==> src/rtl/multicycle_controller_if.sv <==
`default_nettype none
// ============================================================================
// Module      : multicycle_controller_if
// Description : Controller <-> multicycle datapath signal bundle.
// Revision    : 1.0 - initial release
// ============================================================================
interface multicycle_controller_if;
  logic [31:0] Instr;
  logic [3:0]  ALUFlags;
  logic        PCWrite;
  logic        AdrSrc;
  logic        MemWrite;
  logic        IRWrite;
  logic        RegWrite;
  logic [1:0]  ResultSrc;
  logic        ALUSrcA;
  logic [1:0]  ALUSrcB;
  logic [1:0]  ImmSrc;
  logic [1:0]  RegSrc;
  logic [3:0]  ALUControl;
  logic        storedCarry;

  modport master (
    input  Instr, ALUFlags,
    output PCWrite, AdrSrc, MemWrite, IRWrite, RegWrite, ResultSrc,
           ALUSrcA, ALUSrcB, ImmSrc, RegSrc, ALUControl, storedCarry
  );

  modport slave (
    output Instr, ALUFlags,
    input  PCWrite, AdrSrc, MemWrite, IRWrite, RegWrite, ResultSrc,
           ALUSrcA, ALUSrcB, ImmSrc, RegSrc, ALUControl, storedCarry
  );
endinterface
`default_nettype wire

==> src/rtl/multicycle_controller.sv <==
`default_nettype none
// ============================================================================
// Module      : multicycle_controller
// Description : Multicycle ARM sequencing FSM with NZCV flags and condition unit.
// Revision    : 1.0 - initial release
// ============================================================================
module multicycle_controller (
  input  logic                           clk,
  input  logic                           reset,
  multicycle_controller_if.master        bus
);

  typedef enum logic [3:0] {
    S_FETCH    = 4'd0,
    S_DECODE   = 4'd1,
    S_MEMADR   = 4'd2,
    S_MEMREAD  = 4'd3,
    S_MEMWB    = 4'd4,
    S_MEMWRITE = 4'd5,
    S_EXECUTER = 4'd6,
    S_EXECUTEI = 4'd7,
    S_ALUWB    = 4'd8,
    S_BRANCH   = 4'd9
  } state_t;

  state_t      state_q, state_d;
  logic [3:0]  nzcv_q, nzcv_d;

  logic [3:0]  cond;
  logic [1:0]  op;
  logic [5:0]  funct;
  logic [3:0]  cmd;
  logic        rd_is_pc;
  logic        cond_ex;
  logic        cmd_writes_cv;
  logic        unused_instr_bits;

  logic        pc_uncond, pc_gated, reg_gated, mem_gated, ir_en;
  logic        adr_src, alu_src_a;
  logic [1:0]  result_src, alu_src_b;
  logic [3:0]  alu_ctl;

  assign cond              = bus.Instr[31:28];
  assign op                = bus.Instr[27:26];
  assign funct             = bus.Instr[25:20];
  assign cmd               = funct[4:1];
  assign rd_is_pc          = (bus.Instr[15:12] == 4'hF);
  assign unused_instr_bits = ^{bus.Instr[19:16], bus.Instr[11:0]};

  // SUB/RSB/ADD/ADC/SBC/RSC and CMP/CMN update carry and overflow too
  assign cmd_writes_cv = ((cmd >= 4'd2) && (cmd <= 4'd7)) || (cmd[3:1] == 3'b101);

  always_comb begin
    cond_ex = 1'b0;
    case (cond)
      4'b0000: cond_ex = nzcv_q[2];
      4'b0001: cond_ex = ~nzcv_q[2];
      4'b0010: cond_ex = nzcv_q[1];
      4'b0011: cond_ex = ~nzcv_q[1];
      4'b0100: cond_ex = nzcv_q[3];
      4'b0101: cond_ex = ~nzcv_q[3];
      4'b0110: cond_ex = nzcv_q[0];
      4'b0111: cond_ex = ~nzcv_q[0];
      4'b1000: cond_ex = nzcv_q[1] & ~nzcv_q[2];
      4'b1001: cond_ex = ~nzcv_q[1] | nzcv_q[2];
      4'b1010: cond_ex = (nzcv_q[3] == nzcv_q[0]);
      4'b1011: cond_ex = (nzcv_q[3] != nzcv_q[0]);
      4'b1100: cond_ex = ~nzcv_q[2] & (nzcv_q[3] == nzcv_q[0]);
      4'b1101: cond_ex = nzcv_q[2] | (nzcv_q[3] != nzcv_q[0]);
      4'b1110: cond_ex = 1'b1;
      default: cond_ex = 1'b0;
    endcase
  end

  always_ff @(posedge clk) begin
    if (!reset) begin
      state_q <= S_FETCH;
      nzcv_q  <= 4'b0000;
    end else begin
      state_q <= state_d;
      nzcv_q  <= nzcv_d;
    end
  end

  always_comb begin
    state_d    = S_FETCH;
    nzcv_d     = nzcv_q;
    pc_uncond  = 1'b0;
    pc_gated   = 1'b0;
    reg_gated  = 1'b0;
    mem_gated  = 1'b0;
    ir_en      = 1'b0;
    adr_src    = 1'b0;
    alu_src_a  = 1'b0;
    alu_src_b  = 2'b00;
    result_src = 2'b00;
    alu_ctl    = 4'b0100;
    case (state_q)
      S_FETCH: begin
        ir_en      = 1'b1;
        alu_src_a  = 1'b1;
        alu_src_b  = 2'b10;
        result_src = 2'b10;
        pc_uncond  = 1'b1;
        state_d    = S_DECODE;
      end
      S_DECODE: begin
        alu_src_a  = 1'b1;
        alu_src_b  = 2'b10;
        result_src = 2'b10;
        case (op)
          2'b01:   state_d = S_MEMADR;
          2'b00:   state_d = funct[5] ? S_EXECUTEI : S_EXECUTER;
          2'b10:   state_d = S_BRANCH;
          default: state_d = S_FETCH;
        endcase
      end
      S_MEMADR: begin
        alu_src_b = 2'b01;
        state_d   = funct[0] ? S_MEMREAD : S_MEMWRITE;
      end
      S_MEMREAD: begin
        adr_src = 1'b1;
        state_d = S_MEMWB;
      end
      S_MEMWB: begin
        result_src = 2'b01;
        reg_gated  = 1'b1;
        pc_gated   = rd_is_pc;
      end
      S_MEMWRITE: begin
        adr_src   = 1'b1;
        mem_gated = 1'b1;
      end
      S_EXECUTER, S_EXECUTEI: begin
        alu_src_b = (state_q == S_EXECUTEI) ? 2'b01 : 2'b00;
        alu_ctl   = cmd;
        state_d   = S_ALUWB;
        if (funct[0] && cond_ex) begin
          nzcv_d[3:2] = bus.ALUFlags[3:2];
          if (cmd_writes_cv) nzcv_d[1:0] = bus.ALUFlags[1:0];
        end
      end
      S_ALUWB: begin
        // TST/TEQ/CMP/CMN produce flags only, so neither Rd nor PC is written
        reg_gated = (cmd[3:2] != 2'b10);
        pc_gated  = (cmd[3:2] != 2'b10) && rd_is_pc;
      end
      S_BRANCH: begin
        alu_src_b  = 2'b01;
        result_src = 2'b10;
        pc_gated   = 1'b1;
      end
      default: state_d = S_FETCH;
    endcase
  end

  // Enables are forced low in any cycle where reset is sampled asserted
  assign bus.PCWrite     = reset & (pc_uncond | (pc_gated & cond_ex));
  assign bus.RegWrite    = reset & reg_gated & cond_ex;
  assign bus.MemWrite    = reset & mem_gated & cond_ex;
  assign bus.IRWrite     = reset & ir_en;
  assign bus.AdrSrc      = adr_src;
  assign bus.ResultSrc   = result_src;
  assign bus.ALUSrcA     = alu_src_a;
  assign bus.ALUSrcB     = alu_src_b;
  assign bus.ImmSrc      = op;
  assign bus.RegSrc      = {(op == 2'b01), (op == 2'b10)};
  assign bus.ALUControl  = alu_ctl;
  assign bus.storedCarry = nzcv_q[1];

endmodule
`default_nettype wire

==> src/flat_wrapper.sv <==
// flat-port wrapper written by rule: the top's interface ports become plain ports
module multicycle_controller_flat 
  (clk, reset, bus_Instr, bus_ALUFlags, bus_PCWrite, bus_AdrSrc, bus_MemWrite, bus_IRWrite, bus_RegWrite, bus_ResultSrc, bus_ALUSrcA, bus_ALUSrcB, bus_ImmSrc, bus_RegSrc, bus_ALUControl, bus_storedCarry);
  multicycle_controller_if bus_i ();
  input  logic clk;
  input  logic reset;
  input wire logic [$bits(bus_i.Instr)-1:0] bus_Instr;
  input wire logic [$bits(bus_i.ALUFlags)-1:0] bus_ALUFlags;
  output wire logic [$bits(bus_i.PCWrite)-1:0] bus_PCWrite;
  output wire logic [$bits(bus_i.AdrSrc)-1:0] bus_AdrSrc;
  output wire logic [$bits(bus_i.MemWrite)-1:0] bus_MemWrite;
  output wire logic [$bits(bus_i.IRWrite)-1:0] bus_IRWrite;
  output wire logic [$bits(bus_i.RegWrite)-1:0] bus_RegWrite;
  output wire logic [$bits(bus_i.ResultSrc)-1:0] bus_ResultSrc;
  output wire logic [$bits(bus_i.ALUSrcA)-1:0] bus_ALUSrcA;
  output wire logic [$bits(bus_i.ALUSrcB)-1:0] bus_ALUSrcB;
  output wire logic [$bits(bus_i.ImmSrc)-1:0] bus_ImmSrc;
  output wire logic [$bits(bus_i.RegSrc)-1:0] bus_RegSrc;
  output wire logic [$bits(bus_i.ALUControl)-1:0] bus_ALUControl;
  output wire logic [$bits(bus_i.storedCarry)-1:0] bus_storedCarry;
  assign bus_i.Instr = bus_Instr;
  assign bus_i.ALUFlags = bus_ALUFlags;
  assign bus_PCWrite = bus_i.PCWrite;
  assign bus_AdrSrc = bus_i.AdrSrc;
  assign bus_MemWrite = bus_i.MemWrite;
  assign bus_IRWrite = bus_i.IRWrite;
  assign bus_RegWrite = bus_i.RegWrite;
  assign bus_ResultSrc = bus_i.ResultSrc;
  assign bus_ALUSrcA = bus_i.ALUSrcA;
  assign bus_ALUSrcB = bus_i.ALUSrcB;
  assign bus_ImmSrc = bus_i.ImmSrc;
  assign bus_RegSrc = bus_i.RegSrc;
  assign bus_ALUControl = bus_i.ALUControl;
  assign bus_storedCarry = bus_i.storedCarry;
  multicycle_controller u_core (.clk(clk), .reset(reset), .bus(bus_i));
endmodule
==> config.mk <==
export PLATFORM = sky130hd
export DESIGN_NAME = multicycle_controller_flat
export DESIGN_NICKNAME = d
export VERILOG_FILES = /design/src/rtl/multicycle_controller_if.sv /design/src/rtl/multicycle_controller.sv /design/src/flat_wrapper.sv
export SDC_FILE = /design/constraint.sdc
export NUM_CORES = 1
export LEC_CHECK = 0
export ABC_AREA = 1
export BUFFER_PORTS_ARGS = -buffer_cell sky130_fd_sc_hd__buf_2
export CELL_PAD_IN_SITES_DETAIL_PLACEMENT = 1
export CELL_PAD_IN_SITES_GLOBAL_PLACEMENT = 2
export CORE_UTILIZATION = 18
export DETAILED_ROUTE_END_ITERATION = 6
export MAX_ROUTING_LAYER = met4
export PLACE_DENSITY = 0.76
export SLEW_MARGIN = 0
export SYNTH_ARGS = -nofsm -noshare
export SYNTH_HDL_FRONTEND = slang
export SYNTH_SLANG_ARGS = --single-unit
==> constraint.sdc <==
create_clock -name clk -period 1.45 [get_ports clk]
set_input_delay 0.0725 -clock clk [delete_from_list [all_inputs] [get_ports clk]]
set_output_delay 0.0725 -clock clk [all_outputs]
set_load 0.02 [all_outputs]
== Word-level counts from Yosys, hierarchy flattened ==
Cells that the tools add are included.
Widths: inputs -> output; s select.

* Add/subtract/negate cells: 0
* Multiply operators: 0
* Divide/modulo/power cells: 0
* $lt $le $gt $ge: 2
* Eq/ne operators: 30
* Shifts and indexed selects: 0
* Mux-type cells: 15
* Bitwise gates (word level): 16
* Reductions and logical operators: 14

{| class="wikitable"
|+ Operator list
! cell !! number
|-
| $eq 4x4->1 const B || 10
|-
| $eq 4x3->1 const B || 8
|-
| $pmux 4 s5 || 1
|-
| $eq 4x2->1 const B || 4
|-
| $pmux 1 s15 || 1
|-
| $pmux 4 s3 || 1
|-
| $and 1x1->1 || 9
|-
| $eq 4x1->1 const B || 2
|-
| $logic_not 4->1 || 2
|-
| $reduce_or 2->1 || 4
|-
| $mux 1 || 6
|-
| $pmux 2 s3 || 1
|-
| $ge 4x2->1 const B || 1
|-
| $le 4x3->1 const B || 1
|-
| $mux 4 || 1
|-
| $not 1->1 || 4
|-
| $pmux 2 s2 || 1
|-
| $eq 3x3->1 const B || 1
|-
| $logic_and 1x1->1 || 3
|-
| $mux 3 || 1
|-
| $or 1x1->1 || 3
|-
| $pmux 1 s3 || 1
|-
| $reduce_and 3->1 || 1
|-
| $reduce_or 3->1 || 1
|-
| 9 further kinds || 9
|}

* Bits in registers: 8
* Latch bits: 0
* Bits in writable memories: 0
* Bits in read-only memories: 0
* Logic and storage cells: 80
* Memories: 0

== Depth between registers and ports, before layout ==
Gate-level depths: netlist of run 1.

* Depth after elaboration: 6
* Depth in mapped cells: 12
* Gate-level depth less buffers: 12

== Worst setup path after synthesis of run 1 ==
OpenSTA, ideal clock, no wires.

* Kind: flip-flop to output port
* Start: register u_core.state_q[1]
* End: output bus_PCWrite
* Arrival time: 1.322 ns
* Setup slack: 0.056 ns
* Cell stages (with the launch flop): 9
* Buffers on the path: 1
* Cell sequence: dfxtp_1 -> buf_2 -> nor2_1 -> nand2_1 -> o21ai_0 -> inv_1 -> nor2_1 -> a21oi_1 -> o22ai_1

* Cells in the longest elaborated chain, start to end: 5
* Elaborated cells between the ends (all ways): 9
* Classes of those cells: 3 x eq/ne; 2 x mux; 3 x bitwise; 1 x reduce/logical

{| class="wikitable"
|+ RTL lines
! what !! RTL line !! source
|-
| from (decl) || multicycle_controller.sv:26 || <nowiki>state_t state_q, state_d;</nowiki>
|-
| from (signal assigned) || multicycle_controller.sv:80 || <nowiki>state_q <= state_d;</nowiki>
|-
| $eq 4x4->1 / $eq 4x3->1 (equally long branches) || multicycle_controller.sv:98 || <nowiki>case (state_q)</nowiki>
|-
| $pmux 1 s3 || multicycle_controller.sv:98 ||
|-
| $and 1x1->1 || multicycle_controller.sv:159 || <nowiki>assign bus.PCWrite = reset & (pc_uncond | (pc_gated & cond_ex));</nowiki>
|-
| $or 1x1->1 (*) || multicycle_controller.sv:159 ||
|-
| $and 1x1->1 (*) || multicycle_controller.sv:159 ||
|-
| to (decl) || flat_wrapper.sv:9 || <nowiki>output wire logic [$bits(bus_i.PCWrite)-1:0] bus_PCWrite;</nowiki>
|}

Mark *: on every way between the ends. The rest lies on a longest branch, timed or not.

== Worst setup path in the final report of run 1 ==
* Start: register u_core.nzcv_q[3]
* End: output bus_PCWrite

* Cells in the longest elaborated chain, start to end: 6
* Elaborated cells between the ends (all ways): 9
* Classes of those cells: 2 x eq/ne; 1 x mux; 6 x bitwise

{| class="wikitable"
|+ RTL lines
! what !! RTL line !! source
|-
| from (decl) || multicycle_controller.sv:27 || <nowiki>logic [3:0] nzcv_q, nzcv_d;</nowiki>
|-
| from (signal assigned) || multicycle_controller.sv:81 || <nowiki>nzcv_q <= nzcv_d;</nowiki>
|-
| $ne 1x1->1 / $eq 1x1->1 (equally long branches) || - ||
|-
| $or 1x1->1 / $and 1x1->1 (equally long branches) || multicycle_controller.sv:69, multicycle_controller.sv:68 ||
|-
| $pmux 1 s15 (*) || multicycle_controller.sv:55 || <nowiki>case (cond)</nowiki>
|-
| $and 1x1->1 (*) || multicycle_controller.sv:159 ||
|-
| $or 1x1->1 (*) || multicycle_controller.sv:159 ||
|-
| $and 1x1->1 (*) || multicycle_controller.sv:159 ||
|}

Marks and branches as above.

==> results of run 1 <==
final cells by class:
type                            count  area (µm²)  share of cell area, %
Clock buffer                        3       41.29                  3.041
Multi-Input combinational cell    110       623.1                  45.90
Inverter                           30       117.6                  8.664
Tap cell                           52       65.06                  4.793
Timing Repair Buffer               53       331.6                  24.42
Sequential cell                     8       178.9                  13.18
worst register-to-register path: stages, from the launching register on:
cell	delay [ps]
dfxtp_4	360
inv_4	80
nand2_2	60
nand3_2	70
nand2_1	50
nand2_1	80
nand2_2	60
nor2_4	100
nand2_4	60
buf_4	140
buf_6	120
nand2_4	40
nand2_1	40
a21oi_1	110
how the worst max path moves through the flow:
stage	from	to	slack (ps)	cells after the start
floorplan	u_core.state_q[1]$_SDFF_PN0_	bus_PCWrite	60	8
global placement	u_core.nzcv_q[3]$_SDFFE_PN0P_	bus_PCWrite	-40	10
CTS	u_core.nzcv_q[3]$_SDFFE_PN0P_	bus_PCWrite	-90	11
global route	u_core.nzcv_q[0]$_SDFFE_PN0P_	bus_PCWrite	-170	11
detailed placement	u_core.nzcv_q[3]$_SDFFE_PN0P_	bus_PCWrite	-50	10
finish	u_core.nzcv_q[3]$_SDFFE_PN0P_	bus_PCWrite	-60	11
flip-flops by register name (all words and copies together) (netlist names):
signal and cells:
u_core.nzcv_q 4, u_core.state_q 4
Yosys cell counts, drive strengths merged:
cell type	number	share of area, %
o22ai	1	0.76
nand2	39	20
a31oi	2	1.5
nor4	1	0.76
nand4	2	1.5
nor2	33	17
inv	28	13
nand3b	1	0.91
a22oi	1	0.91
o21ai	6	3.6
dfxtp	8	19
a21oi	7	4.3
nand3	16	11
buf	4	3.3
clkinv	2	0.91
nor3	1	0.61
routing by layer:
layer / share of wire (%) / up-vias
met5: 0 / -
met4: 1.8 / 0
met3: 3.8 / 5
met2: 51 / 22
met1: 43 / 482
li1: - / 576
timing repair:
action	CTS	global route
pin swaps	6	11
endpoints found under the setup margin	6	12
resized for setup	24	29
buffers inserted	2	0
cloned	0	0
hold buffers	0	0
placed cells by master (no fill, tap or decap), types with 2 or more instances in the layout:
master / n
buf_2: 34
nand3_2: 8
nand2_1: 29
inv_1: 24
nand2_2: 5
o21ai_0: 5
nand2_4: 5
nor2_1: 25
inv_4: 2
nand4_1: 2
clkinv_1: 2
dfxtp_4: 4
a21oi_1: 6
nand3_1: 8
buf_4: 14
dfxtp_2: 3
nor2_2: 2
inv_2: 2
clkbuf_8: 3
a31oi_1: 2
buf_6: 5
nor2_4: 6
cells by family (layout without fill, tap and decap cells):
group / count (synthesis) / after routing / synth area share (%)
simple gates: 93 / 93 / 52.43
buf+inv: 34 / 86 / 17.02
compound gates: 17 / 17 / 11.09
flops: 8 / 8 / 19.45
power by group:
part           leakage, nW  internal (mW)  switching [mW]
combinational        0.626          0.123           0.178
sequential          0.0694          0.223         0.00892
clock               0.0216          0.180          0.0933
total                0.717          0.527           0.280
==> summary.txt, run 1 <==
Synth
  – Seq/Total Area, Yosys: 19.45%
  – Netlist cell types: 23
  – Synth Register Bits: 8
  – Synth Instances: 152
  – Post-Syn Area: 823.3 µm²
  – Synth Warn #: 0
  – Syn Nets: 190
  – Synth Area per Inst: 5.416 µm²

Setup path
  – Worst R2R End: u_core.nzcv_q[3]$_SDFFE_PN0P_
  – Slowest cell on the critical path: dfxtp_4
  – Reg2reg start: u_core.nzcv_q[3]$_SDFFE_PN0P_
  – WS Path Type: flop to primary output
  – Critical Path AT: 1440 ps
  – Worst r2r path cells: 13
  – Endpoint class of the critical path: primary output
  – Worst-path fanout max: 5
  – Crit-path leading delay family: simple AND/OR/NAND/NOR gates
  – Critical path required time: 1380 ps
  – Setup slack, reg-to-reg: 0 ps
  – Crit path cell chain: inv_4 -> nand2_2 -> nand3_2 -> nand2_1 -> nand2_1 -> nand2_2 -> nor2_4 -> nand2_4 -> nand2_4 -> o22ai_2 -> buf_6
  – WP buf/inv: 2
  – Critical path's largest stage delay: 380 ps
  – CP Launch Type: flop

Placed design
  – Area after DPL: 1144 µm²
  – Dpl cells: 251
  – Dpl hpwl: 2.283 mm
  – Port Buffers: 40
  – Routability cong.: 0.7265
  – Place WS: -50.86 ps

STA
  – WHS: 103.6 ps
  – Worst slew pin tran: 350.0 ps
  – Period minus WS final: 1514 ps
  – Final period util: 104.4%
  – Final setup viols: 3
  – Clk_skew: 0.3563 ps
  – Max Fclk: 660.3 MHz
  – Total Neg Setup Slack: -128.9 ps
  – RSZ-0062 raised after global routing: true
  – Max_slew headroom: 76.45%
  – Max-slew violations: 0
  – Final worst slack: -64.47 ps
  – Final Hold Violating Endpoints: 0

Outcome
  – Failing checks: negative setup slack
  – Outcome: finished, violations left

Routing
  – WL/cell: 10.84 µm
  – Vias: 1,085
  – Post-route antenna net violation count: 0
  – Vias per std cell: 4.238
  – Final wirelength: 2.775 mm
  – Initial DRC count: 47
  – DRC viols: 0
  – DRT Pass-1 Iters: 3

Final layout
  – Fill count: 584
  – # nets final: 244
  – Util after Layout: 30.96%
  – Post-Layout Inst Area: 1358 µm²
  – Final Non-Filler Cells: 256
  – N_diodes: 0
  – Area Growth Syn to Fin: 64.89%
  – Share of layout cells above drive strength 1: 46.57%

Min path
  – Cells on Worst Hold Path: 3
  – Worst min-delay path class: input pin to flop
  – Hold_sp: bus_ALUFlags[3]
  – Hold Path End: u_core.nzcv_q[3]$_SDFFE_PN0P_

Global routing
  – Total congestion overflow: 0
  – Largest net degree at the start of global routing: 9
  – Number of global-route vias before repair: 1,083
  – Met3 Use GR: 2.035%
  – GR peak layer: met2
  – Met2 Usage GRT: 20.71%
  – Initial antenna violation count: 0
  – First-pass GRT wire length: 4.602 mm
  – Total GRT Usage: 12.20%
  – Met1 Use GR: 14.03%

Power
  – PwrDens: 594.1 nW/µm²
  – Lkg Pwr: 0.7173 nW
  – Worst VDD drop: 0.2251 mV
  – Tot Pwr: 806.5 µW

Floorplan
  – Core box area: 4384 µm²
  – Die X: 69.63 µm
  – Initial cell density of the core: 18.78%
  – Row cnt: 24
  – Vert. Die Dim: 69.63 µm
  – IO Count: 57
  – Die ar.: 4848 µm²

Clocking
  – Clock-pin slew on the worst setup and hold paths: 40 ps
  – Latest clock arrival within the worst-skew pair: 230 ps
  – Clk root buf: clkbuf_8
  – # clock sinks: 8
  – TritonCTS Buffers: 3
  – Clock Path Buffers: 2
  – CTS tree: built
  – H-tree Lvls: 1

Flow run
  – MaxCap Viol Count: 0
No activity file was read; power rests on OpenSTA's default activity.
==> run 2, diff against run 1 <==
--- a/config.mk
+++ b/config.mk
@@ -11,6 +11,7 @@
 export CELL_PAD_IN_SITES_GLOBAL_PLACEMENT = 2
 export CORE_UTILIZATION = 18
 export DETAILED_ROUTE_END_ITERATION = 6
+export HOLD_SLACK_MARGIN = 0.12
 export MAX_ROUTING_LAYER = met4
 export PLACE_DENSITY = 0.76
 export SLEW_MARGIN = 0
==> run 2 against run 1 <==
- the run still ends with negative setup slack left
- largest power group unchanged
- wire length rose by 1.3%
- first-iteration DRC count decreased by 8.5%
- highest routed layer unchanged
- cell count is 1.6% higher
- clock skew hardly changed
- sequential power hardly changed
- critical path depth is the same
- die area unchanged
- critical path type unchanged
- register-to-register slack about the same
- final area up 2.9%
- count of clock-buffer cells in the layout is the same
==> summary.txt, run 2 (synthesis results as in run 1) <==
Outcome
  – Outcome: finished, violations left
  – Failing checks: negative setup slack

Floorplan
  – Row cnt: 24
  – Core box area: 4384 µm²
  – IO Count: 57
  – Vert. Die Dim: 69.63 µm
  – Die ar.: 4848 µm²
  – Initial cell density of the core: 18.78%
  – Die X: 69.63 µm

STA
  – Final worst slack: -63.59 ps
  – Final period util: 104.4%
  – Worst slew pin tran: 349.8 ps
  – Max_slew headroom: 76.46%
  – RSZ-0062 raised after global routing: true
  – Period minus WS final: 1514 ps
  – Max-slew violations: 0
  – WHS: 162.3 ps
  – Total Neg Setup Slack: -127.2 ps
  – Clk_skew: 0.5384 ps
  – Max Fclk: 660.7 MHz
  – Final Hold Violating Endpoints: 0
  – Final setup viols: 3

Clocking
  – # clock sinks: 8
  – CTS tree: built
  – H-tree Lvls: 1
  – Clock Path Buffers: 2
  – Latest clock arrival within the worst-skew pair: 230 ps
  – Clock-pin slew on the worst setup and hold paths: 40 ps
  – Clk root buf: clkbuf_8
  – TritonCTS Buffers: 3

Routing
  – Vias per std cell: 4.242
  – Initial DRC count: 43
  – DRT Pass-1 Iters: 3
  – Vias: 1,103
  – WL/cell: 10.81 µm
  – DRC viols: 0
  – Post-route antenna net violation count: 0
  – Final wirelength: 2.810 mm

Min path
  – Worst min-delay path class: input pin to flop
  – Cells on Worst Hold Path: 5
  – Hold Path End: u_core.nzcv_q[1]$_SDFFE_PN0P_
  – Hold_sp: bus_ALUFlags[1]

Power
  – Tot Pwr: 814.7 µW
  – Lkg Pwr: 0.7340 nW
  – Worst VDD drop: 0.2250 mV
  – PwrDens: 582.9 nW/µm²

Global routing
  – GR peak layer: met2
  – Largest net degree at the start of global routing: 9
  – Total congestion overflow: 0
  – First-pass GRT wire length: 4.685 mm
  – Total GRT Usage: 12.38%
  – Met3 Use GR: 2.035%
  – Met2 Usage GRT: 21.36%
  – Number of global-route vias before repair: 1,106
  – Initial antenna violation count: 0
  – Met1 Use GR: 14.03%

Placed design
  – Routability cong.: 0.7265
  – Area after DPL: 1144 µm²
  – Place WS: -50.86 ps
  – Dpl hpwl: 2.283 mm
  – Dpl cells: 251
  – Port Buffers: 40

Final layout
  – # nets final: 248
  – Largest registers: u_core.nzcv_q: 4 flops, u_core.state_q: 4 flops
  – Most common cell after layout, fill and taps aside: buf_2
  – Most frequent cells in the layout: 34 x buf_2, 29 x nand2_1, 25 x nor2_1
  – Post-Layout Inst Area: 1398 µm²
  – Final Non-Filler Cells: 260
  – N_diodes: 0
  – Area Growth Syn to Fin: 69.76%
  – Util after Layout: 31.88%
  – Fill count: 585
  – Share of layout cells above drive strength 1: 45.67%

Setup path
  – Critical Path AT: 1440 ps
  – Critical path's largest stage delay: 380 ps
  – WS Path Type: flop to primary output
  – Endpoint class of the critical path: primary output
  – Reg2reg start: u_core.nzcv_q[3]$_SDFFE_PN0P_
  – Crit path cell chain: inv_4 -> nand2_2 -> nand3_2 -> nand2_1 -> nand2_1 -> nand2_2 -> nor2_4 -> nand2_4 -> nand2_4 -> o22ai_2 -> buf_6
  – CP Launch Type: flop
  – Worst R2R End: u_core.nzcv_q[3]$_SDFFE_PN0P_
  – Worst-path fanout max: 5
  – Worst r2r path cells: 13
  – Critical path required time: 1380 ps
  – Setup slack, reg-to-reg: 0 ps
  – Slowest cell on the critical path: dfxtp_4

Flow run
  – MaxCap Viol Count: 0
[run 2: timing repair]
item	in CTS	in global routing
endpoints found under the setup margin	6	12
gates resized for setup	24	29
hold endpoints to repair	5	0
hold buffers	4	0
pin swaps	6	11
buffers inserted	2	0
[run 2: how the worst max path moves through the flow]
stage / startpoint / to / slack (ps) / depth (start not counted)
after floorplan: u_core.state_q[1]$_SDFF_PN0_ / bus_PCWrite / 60 / 8
after global placement: u_core.nzcv_q[3]$_SDFFE_PN0P_ / bus_PCWrite / -40 / 10
after detailed placement: u_core.nzcv_q[3]$_SDFFE_PN0P_ / bus_PCWrite / -50 / 10
after CTS: u_core.nzcv_q[3]$_SDFFE_PN0P_ / bus_PCWrite / -90 / 11
after global routing: u_core.nzcv_q[0]$_SDFFE_PN0P_ / bus_PCWrite / -170 / 11
final: u_core.nzcv_q[3]$_SDFFE_PN0P_ / bus_PCWrite / -60 / 11
[run 2: report_power, final]
group	switching, mW	internal (mW)
Combinational	0.179	0.130
Sequential	0.00892	0.223
Clock	0.0929	0.180
Total	0.281	0.534
[run 2: cell type report]
class / count / area, µm² / area share, %
inverter: 30 / 117.6 / 8.415
multi-input combinational: 110 / 623.1 / 44.58
timing repair buffer: 57 / 371.6 / 26.59
tap: 52 / 65.06 / 4.655
clock buffer: 3 / 41.29 / 2.954
sequential: 8 / 178.9 / 12.80
[run 2: metal layers]
layer | routed length [µm] | part of all wire, %
met1 | 1212 | 43
met2 | 1444 | 51
met3 | 103 | 3.7
met4 | 51 | 1.8
met5 | 0 | 0
[run 2: worst max-delay path, delay by kind of cell (launching register included)]
family	cells	cell delay, ps
buf+inv	2	200
compound gates	1	130
flops	1	380
simple gates	8	490
==> run 3, diff against run 2 <==
--- a/config.mk
+++ b/config.mk
@@ -5,15 +5,14 @@
 export SDC_FILE = /design/constraint.sdc
 export NUM_CORES = 1
 export LEC_CHECK = 0
-export ABC_AREA = 1
 export BUFFER_PORTS_ARGS = -buffer_cell sky130_fd_sc_hd__buf_2
 export CELL_PAD_IN_SITES_DETAIL_PLACEMENT = 1
 export CELL_PAD_IN_SITES_GLOBAL_PLACEMENT = 2
-export CORE_UTILIZATION = 18
+export CORE_UTILIZATION = 20
 export DETAILED_ROUTE_END_ITERATION = 6
 export HOLD_SLACK_MARGIN = 0.12
 export MAX_ROUTING_LAYER = met4
-export PLACE_DENSITY = 0.76
+export PLACE_DENSITY = 0.77
 export SLEW_MARGIN = 0
 export SYNTH_ARGS = -nofsm -noshare
 export SYNTH_HDL_FRONTEND = slang
==> constraint.sdc (replaced) <==
create_clock -name clk -period 1.45 [get_ports clk]
set_input_delay 0.145 -clock clk [delete_from_list [all_inputs] [get_ports clk]]
set_output_delay 0.145 -clock clk [all_outputs]
set_load 0.02 [all_outputs]
==> run 3 against run 2 <==
- the run still ends with negative setup slack left
- global-route usage is 4.3 points higher
- count of clock-buffer cells in the layout unchanged
- wire length is 16% higher
- clock power about the same
- sequential power barely moved
- total power is 5.0% higher
- largest cell class unchanged
==> summary.txt, run 3 <==
Outcome
  – Outcome: finished, violations left
  – Failing checks: negative setup slack

Final layout
  – Area Growth Syn to Fin: 89.51%
  – Most common cell after layout, fill and taps aside: buf_4
  – Final Non-Filler Cells: 221
  – Largest registers: u_core.nzcv_q: 4 flops, u_core.state_q: 4 flops
  – FF+latch area: 177.7 µm²
  – # nets final: 213
  – Share of layout cells above drive strength 1: 61.27%
  – Most frequent cells in the layout: 34 x buf_4, 31 x buf_2, 12 x nand2_1
  – Post-Layout Inst Area: 1515 µm²
  – Fill count: 469
  – N_diodes: 0
  – Multi-input logic area: 713.2 µm²

Setup path
  – Setup slack, reg-to-reg: -510 ps
  – Endpoint class of the critical path: primary output
  – Crit-path leading delay family: simple AND/OR/NAND/NOR gates
  – Worst Setup EP: bus_MemWrite
  – Critical path's largest stage delay: 390 ps
  – WP buf/inv: 1
  – Critical Path AT: 1860 ps
  – Worst-path fanout max: 6
  – WS Path Type: flop to primary output
  – CP Launch Type: flop
  – Crit. path cell count: 6
  – Reg2reg start: u_core.nzcv_q[0]$_SDFFE_PN0P_
  – Worst R2R End: u_core.nzcv_q[3]$_SDFFE_PN0P_
  – Crit path cell chain: and4bb_1 -> a21oi_1 -> a311o_1 -> nand3_2 -> nor4b_4 -> buf_4
  – Worst r2r path cells: 7
  – CP Launch Point: u_core.nzcv_q[0]$_SDFFE_PN0P_
  – Critical path required time: 1310 ps
  – Slowest cell on the critical path: a311o_1

Routing
  – Vias per std cell: 4.810
  – Initial DRC count: 34
  – Vias: 1,063
  – WL/cell: 14.80 µm
  – Post-route antenna net violation count: 0
  – Final wirelength: 3.271 mm
  – DRT Pass-1 Iters: 4
  – DRC viols: 0

Power
  – Clk pwr share: 32.1%
  – Lkg Pwr: 0.6729 nW
  – Switching pwr: 281.0 µW
  – Sw Ratio: 32.84%
  – Worst VDD drop: 0.2644 mV
  – Cell internal pwr: 574.7 µW
  – Flop pwr share: 27.0%
  – PwrDens: 564.7 nW/µm²
  – Comb pwr share: 40.8%

STA
  – Final period util: 138.1%
  – Worst slew pin tran: 340.9 ps
  – Final Hold Violating Endpoints: 0
  – Max Fclk: 499.4 MHz
  – Clk_skew: 2.108 ps
  – Period minus WS final: 2002 ps
  – WHS: 164.8 ps
  – Max_slew headroom: 77.21%
  – RSZ-0062 raised after global routing: true
  – Total Neg Setup Slack: -3677 ps
  – Final worst slack: -552.3 ps
  – Max-slew violations: 0
  – Final setup viols: 10

Floorplan
  – Core box area: 3744 µm²
  – Row cnt: 22
  – Vert. Die Dim: 65.23 µm
  – IO Count: 57
  – Die X: 65.23 µm
  – Initial cell density of the core: 21.36%
  – Die ar.: 4254 µm²

Synth
  – Seq/Total Area, Yosys: 20.03%
  – Synth Area in Simple Gates: 41.16%
  – Post-synth EDFFs: 0
  – Synth Area per Inst: 7.472 µm²
  – Area leader, netlist: dfxtp_1
  – Xor/xnor cell area share of the yosys netlist: 5.477%
  – Largest family of logic cells by synthesized area: simple AND/OR/NAND/NOR gates
  – Mux cell area share after synthesis: 6.260%
  – Post-Syn Area: 799.5 µm²
  – Netlist cell types: 42
  – Post-Synth Adder-Cell Area: 0%
  – Synth Register Bits: 8
  – Top post-synthesis cells by area: dfxtp_1 20%, mux2i_1 6.3%, nand2_1 5.6%
  – Synth Instances: 107
  – Top cells by count, synth: 12 x nand2_1, 8 x dfxtp_1, 7 x nor2_1, 6 x nor3_1, 5 x mux2i_1
  – Count leader, synth: nand2_1
  – Syn Nets: 145
  – Synth Warn #: 0
  – Commonest register cell after synthesis: dfxtp_1
  – Asr flop ratio synth: 0%
  – Synth Area in Compound Gates: 17.68%
  – Share of the synthesized area in the top cell type: 20.03%

Clocking
  – Clock Path Buffers: 2
  – Clock-pin slew on the worst setup and hold paths: 40 ps
  – H-tree Lvls: 1
  – Latest clock arrival within the worst-skew pair: 230 ps
  – TritonCTS Buffers: 3
  – # clock sinks: 8
  – Clk root buf: clkbuf_8
  – CTS tree: built

Placed design
  – Port Buffers: 40
  – Dpl cells: 211
  – Dpl hpwl: 2.319 mm
  – Routability cong.: 0.8702
  – Area after DPL: 1254 µm²

Global routing
  – Initial antenna violation count: 0
  – Total congestion overflow: 0
  – Number of global-route vias before repair: 1,094
  – Total GRT Usage: 16.68%
  – First-pass GRT wire length: 5.202 mm
  – Largest net degree at the start of global routing: 14

Flow run
  – MaxCap Viol Count: 0

Min path
  – Worst min-delay path class: input pin to flop
run 3: power groups by stage:
stage,combinational (mW),clock [mW],sequential (mW)
2_1_floorplan,0.179,0,0.233
5_1_grt,0.374,0.297,0.232
4_1_cts,0.323,0.279,0.235
3_3_place_gp,0.282,0,0.238
6_report,0.349,0.275,0.231
3_5_place_dp,0.290,0,0.238
run 3: what timing repair did:
item	CTS	global route
setup buffers	5	2
gates resized for setup	25	19
hold buffers	0	0
pin swaps	11	4
setup endpoints to repair	12	17
run 3: per-stage QoR:
| stage | utilization [%] | total power [mW] | setup WS (ps) |
|---|---|---|---|
| detailed placement | 33.49 | 0.5279 | -464.9 |
| CTS | 38.20 | 0.8365 | -496.8 |
| finish | 40.47 | 0.8556 | -552.3 |
| global placement | 33.49 | 0.5204 | -327.8 |
| global route | 40.47 | 0.9041 | -599.6 |
| floorplan | - | 0.4122 | -146.9 |
run 3: cell type report:
type | instances | area share [%]
multi-input combinational | 85 | 47.07
timing repair buffer | 74 | 33.77
sequential | 8 | 11.73
tap | 48 | 3.964
clock buffer | 3 | 2.725
inverter | 3 | 0.7432
run 3: routing by layer:
metal  GRT usage, %  share of wire [%]  vias to the layer above  wire length (µm)
li1               -                  -                      515                 -
met1          19.50                 44                      513              1435
met2          28.87                 51                       29              1656
met3          1.042                3.5                        6               115
met4          8.152                1.9                        0                63
met5              -                  0                        -                 0
run 3: cells by family (layout without fill, tap and decap cells):
| kind of cell | after synthesis | count (layout) |
|---|---|---|
| buffers and inverters | 14 | 80 |
| DFF | 8 | 8 |
| xor gates and xnor gates | 5 | 5 |
| and+or+nand+nor | 55 | 55 |
| muxes | 5 | 5 |
| AOI/OAI and AO/OA | 20 | 20 |
run 3: how the worst min path moves through the flow:
stage | cells after the start | startpoint | endpoint | slack, ps
global placement | 3 | bus_ALUFlags[3] | u_core.nzcv_q[3]$_SDFFE_PN0P_ | 400
floorplan | 2 | bus_ALUFlags[3] | u_core.nzcv_q[3]$_SDFFE_PN0P_ | 280
CTS | 3 | bus_ALUFlags[0] | u_core.nzcv_q[0]$_SDFFE_PN0P_ | 160
global route | 3 | bus_ALUFlags[0] | u_core.nzcv_q[0]$_SDFFE_PN0P_ | 180
detailed placement | 3 | bus_ALUFlags[0] | u_core.nzcv_q[0]$_SDFFE_PN0P_ | 410
finish | 3 | bus_ALUFlags[0] | u_core.nzcv_q[0]$_SDFFE_PN0P_ | 160
run 3: tightest hold or removal path, delay by kind of cell:
kind | cells | cell delay [ps]
and+or+nand+nor | 1 | 50
muxes | 1 | 60
buffers and inverters | 1 | 100
